$ cat config.mk
export PLATFORM = sky130hd
export DESIGN_NAME = settle_timer
export DESIGN_NICKNAME = d
export VERILOG_FILES = /design/src/rtl/gate_checker_settle_timer.sv
export SDC_FILE = /design/constraint.sdc
export NUM_CORES = 1
export LEC_CHECK = 0
export CORE_AREA = 3 3 40 42
export DETAILED_ROUTE_END_ITERATION = 7
export DIE_AREA = 0 0 43 45
export PLACE_DENSITY = 0.47
export SKIP_LAST_GASP = 1
export SLEW_MARGIN = 20
export SYNTH_ARGS = -nofsm -noshare
export SYNTH_HDL_FRONTEND = slang
export SYNTH_SLANG_ARGS = --single-unit
$ cat constraint.sdc
create_clock -name clk -period 2.4 [get_ports clk]
set_input_delay 0.48 -clock clk [delete_from_list [all_inputs] [get_ports clk]]
set_output_delay 0.48 -clock clk [all_outputs]
set_load 0.05 [all_outputs]
$ cat src/rtl/gate_checker_settle_timer.sv
// Settle timer: clears on load, counts while enabled, flags terminal count at i_limit.
module settle_timer #(
    parameter int WIDTH = 4
) (
    input  logic             clk,
    input  logic             rst_n,
    input  logic             i_load,
    input  logic             i_en,
    input  logic [WIDTH-1:0] i_limit,
    output logic             o_tc
);

    logic [WIDTH-1:0] r_count;

    // Counter register: load wins over count.
    always_ff @(posedge clk or negedge rst_n) begin
        if (!rst_n) begin
            r_count <= '0;
        end else if (i_load) begin
            r_count <= '0;
        end else if (i_en) begin
            r_count <= r_count + {{(WIDTH-1){1'b0}}, 1'b1};
        end else begin
            r_count <= r_count;
        end
    end

    assign o_tc = (r_count == i_limit);

endmodule

# After elaboration in Yosys (flattened, before gate mapping)

Index checks and enable logic that the tools add are counted.

Register bits after elaboration: 4
Logic and storage cells: 6
Output and inout port bits: 1

Equal/unequal tests: 1
Reduce and logical (&&, ||, !) cells: 1
Muxes and demuxes: 2
Add/sub/neg operators: 1

Operators by type and width:

| cell                                        | count |
|---|---|
| two-way mux 4 bit                           | 2 |
| adder 4 x 1 -> 4 bit, second input constant | 1 |
| equality test 4 bit                         | 1 |
| nonzero test 2 bit                          | 1 |

# Longest topological paths before layout

Word-level depth: 3
Mapped depth: 3

# Worst setup path before layout

OpenSTA, ideal clock, no wires.

Path kind: input to output
Start: in i_limit[1]
End: out o_tc
Path slack: -267 ps
Cell stages on the path: 2
Required time: 1920 ps
Arrival time: 2187 ps
Cells stage by stage: xor2_1 > nor4_1

Cells in the longest elaborated chain, start to end: 1

Ends and longest elaborated chain:

| item                | RTL line | source |
|---|---|---|
| from (decl)         | 9        | `input logic [WIDTH-1:0] i_limit,` |
| equality test 4 bit | 28       | `assign o_tc = (r_count == i_limit);` |
| to (decl)           | 10       | `output logic o_tc` |

No other way between the ends.

# Worst setup path after layout

Same ends and word-level chain as after synthesis.

==> flow_metrics.py <==
metrics = {
    "yosys": {
        "yosysSeqAreaShare_pct": 42.8,
        "async_flop_share_pct": 100,
        "ys_top_cells_by_count": "4 x dfrtp_1, 4 x xor2_1, 3 x nor2_1",
        "synth_top_area_share_pct": 42.8,
        "synthFlopType": "dfrtp_1",
        "yosysWarnings": 0,
        "synth_seq_cells": 4,
        "yosys.area.top_type": "dfrtp_1",
        "synth.distinct_cells": 13,
        "synthCells": 21,
        "synth-edff-count": 0,
        "synthTopCellsByArea": "dfrtp_1 43%, xor2_1 15%, mux2_4 6.4%",
        "avgSynthCellArea_sq_um": 11.1,
        "netlist_area_sq_um": 234,
        "syn-num-nets": 30,
    },
    "layout": {
        "top_regs": "r_count x4",
        "fin_nets": 43,
        "largest_reg_flops": 4,
        "drive_gt1_share_pct": 21.9,
        "antenna_cells": 0,
        "top_register": "r_count",
        "fill_cells": 133,
        "area_growth_pct": 58.8,
    },
    "outcome": {
        "outcome": "complete, no violations",
    },
    "sta": {
        "hold_viol_final": 0,
        "fin_crit_sh_pct": 87.6,
        "postLayoutSetupSlackWorst_ns": 0.297,
        "fin_worst_skew_ns": 0.00235,
        "fin_crit_ns": 2.10,
        "drv_slew": 0,
        "rsz0062_at_grt": "false",
        "fmax_mhz": 476,
        "holdWs_ns": 0.450,
        "tightestPinTransition_ns": 0.323,
        "slew-limit-headroom_pct": 78.3,
        "fin_tns_setup_ns": 0,
        "setup_viol": 0,
    },
    "global_route": {
        "grt_pass1_vias": 206,
        "grt_overflow_total": 0,
        "antenna_found_initial": 0,
        "grt_pass1_wl_microns": 848,
        "grt_max_degree": 6,
        "grtUsageTotal_pct": 6.10,
    },
    "power": {
        "irDropWorstVdd_mv": 0.194,
        "p_leak_nw": 0.168,
        "power.density_mw_per_mm2": 520,
    },
    "cts": {
        "clock_latency_ns": 0.23,
        "cts_buffers": 3,
        "cts_tree": "yes",
        "path_clk_slew_ns": 0.04,
        "cts_resized": 0,
        "ctsRootBufferMaster": "clkbuf_4",
        "cts_max_level": 1,
        "clkSinkCount": 4,
        "postCtsHoldBufs": 0,
        "cts_setup_buffers": 0,
        "cts_buffer_depth": 2,
    },
    "route": {
        "drt-pass1-iter-count": 2,
        "post_drt_via_cell_ratio": 3.87,
        "drt-initial-drc-count": 3,
        "ant_nets": 0,
        "vias": 182,
        "drt-total-wl_microns": 468,
        "routedWlPerCell_microns": 9.96,
        "route.detailed.drc": 0,
    },
    "critical_path": {
        "crit_slowest_cell": "clkdlybuf4s50_1",
        "cp-end-kind": "output port",
        "path_cells": "clkdlybuf4s50_1 -> xor2_1 -> nor4_2 -> buf_12",
        "worstPathRequired_ns": 1.92,
        "cp-start-kind": "input port",
        "crit_arrival_ns": 1.62,
        "critPathKind": "input port to output port",
        "critPathMaxFanout": 1,
        "slowest_delay_ns": 0.42,
    },
    "floorplanning": {
        "die_w_microns": 43,
        "start_util_pct": 18.2,
        "die-height_microns": 45,
        "ios": 9,
        "rows": 13,
        "die_area_sq_mm": 0.00194,
        "fp.coreArea_sq_mm": 0.00128,
    },
    "placement": {
        "io_buffers": 8,
        "dp_hpwl_microns": 389,
        "pre_cts_ws_ns": 0.288,
        "place_congestion": 0.695,
    },
    "job": {
        "cap_violations": 0,
    },
    "min_path": {
        "min_path_type": "input port to asynchronous set/reset pin",
    },
}
## power by group
| part | internal [mW] | switching [mW] | leakage [nW] |
|---|---|---|---|
| Combinational | 0.0221 | 0.0155 | 0.100 |
| Sequential | 0.0713 | 0.00482 | 0.0544 |
| Clock | 0.0557 | 0.0238 | 0.0138 |
## worst max-delay path, delay by kind of cell
family,cells,cell delay (ns)
buffers and inverters,2,0.60
xor gates and xnor gates,1,0.17
and+or+nand+nor,1,0.37
## through the flow
stage / utilization (%) / total power, mW / cells / instance area, sq um
finish: 28.9 / 0.193 / 47 / 372
global route: 28.9 / 0.203 / 47 / 372
detailed placement: 27.2 / 0.115 / 44 / 349
global placement: 27.2 / 0.114 / 44 / 349
floorplan: - / 0.0932 / 21 / 240
CTS: 28.9 / 0.199 / 47 / 372
## placed cells by master, fill, tap and decap left out
cell type	instances
a21bo_2	1
a21oi_1	1
buf_12	1
clkbuf_4	3
clkdlybuf4s50_1	7
dfrtp_1	4
ha_1	1
mux2_4	1
mux2i_1	1
nand3b_1	1
nand4_1	1
nor2_1	3
nor2b_1	1
nor4_2	1
xnor2_1	1
xor2_1	4
## final timing paths
| path | start | end | slack (ns) | cells after the start |
|---|---|---|---|---|
| min in group clk | r_count[1] | r_count[1] | 0.60 | 2 |
| max in group asynchronous | rst_n | r_count[1] | 1.79 | 1 |
| worst min register to register | r_count[1] | r_count[1] | 0.60 | 2 |
| worst min-delay path | rst_n | r_count[2] | 0.45 | 1 |
| worst max-delay path | i_limit[1] | o_tc | 0.30 | 4 |
| worst max register to register | r_count[0] | r_count[2] | 1.32 | 3 |
## final cells by class
class	count	area [sq um]	share of cell area, %
repair buffers	8	90.1	24.2
flip-flops and latches	4	100	26.9
well taps	15	18.8	5.05
clock buffers	3	22.5	6.06
multi-input cells	17	140	37.7
## routing by layer
| layer | vias to the layer above | global-route usage, % | share of wire (%) |
|---|---|---|---|
| met4 | 0 | 5.42 | 0 |
| met1 | 78 | 7.30 | 44 |
| met5 | - | 0 | 0 |
| met3 | 0 | 1.99 | 9.6 |
| li1 | 97 | - | - |
| met2 | 7 | 8.68 | 46 |
## logic make-up (layout without fill, tap and decap cells)
| group | count (synthesis) | in the layout | synth area share, % |
|---|---|---|---|
| AND/OR/NAND/NOR | 7 | 7 | 16.0 |
| flip-flops | 4 | 4 | 42.8 |
| XOR/XNOR | 5 | 5 | 18.7 |
| AO/OA/AOI/OAI | 2 | 2 | 6.42 |
| adder cells (fa/ha/maj) | 1 | 1 | 5.35 |
| buffers and inverters | 0 | 11 | 0 |
| multiplexers | 2 | 2 | 10.7 |
(Power assumes the default switching activity.)
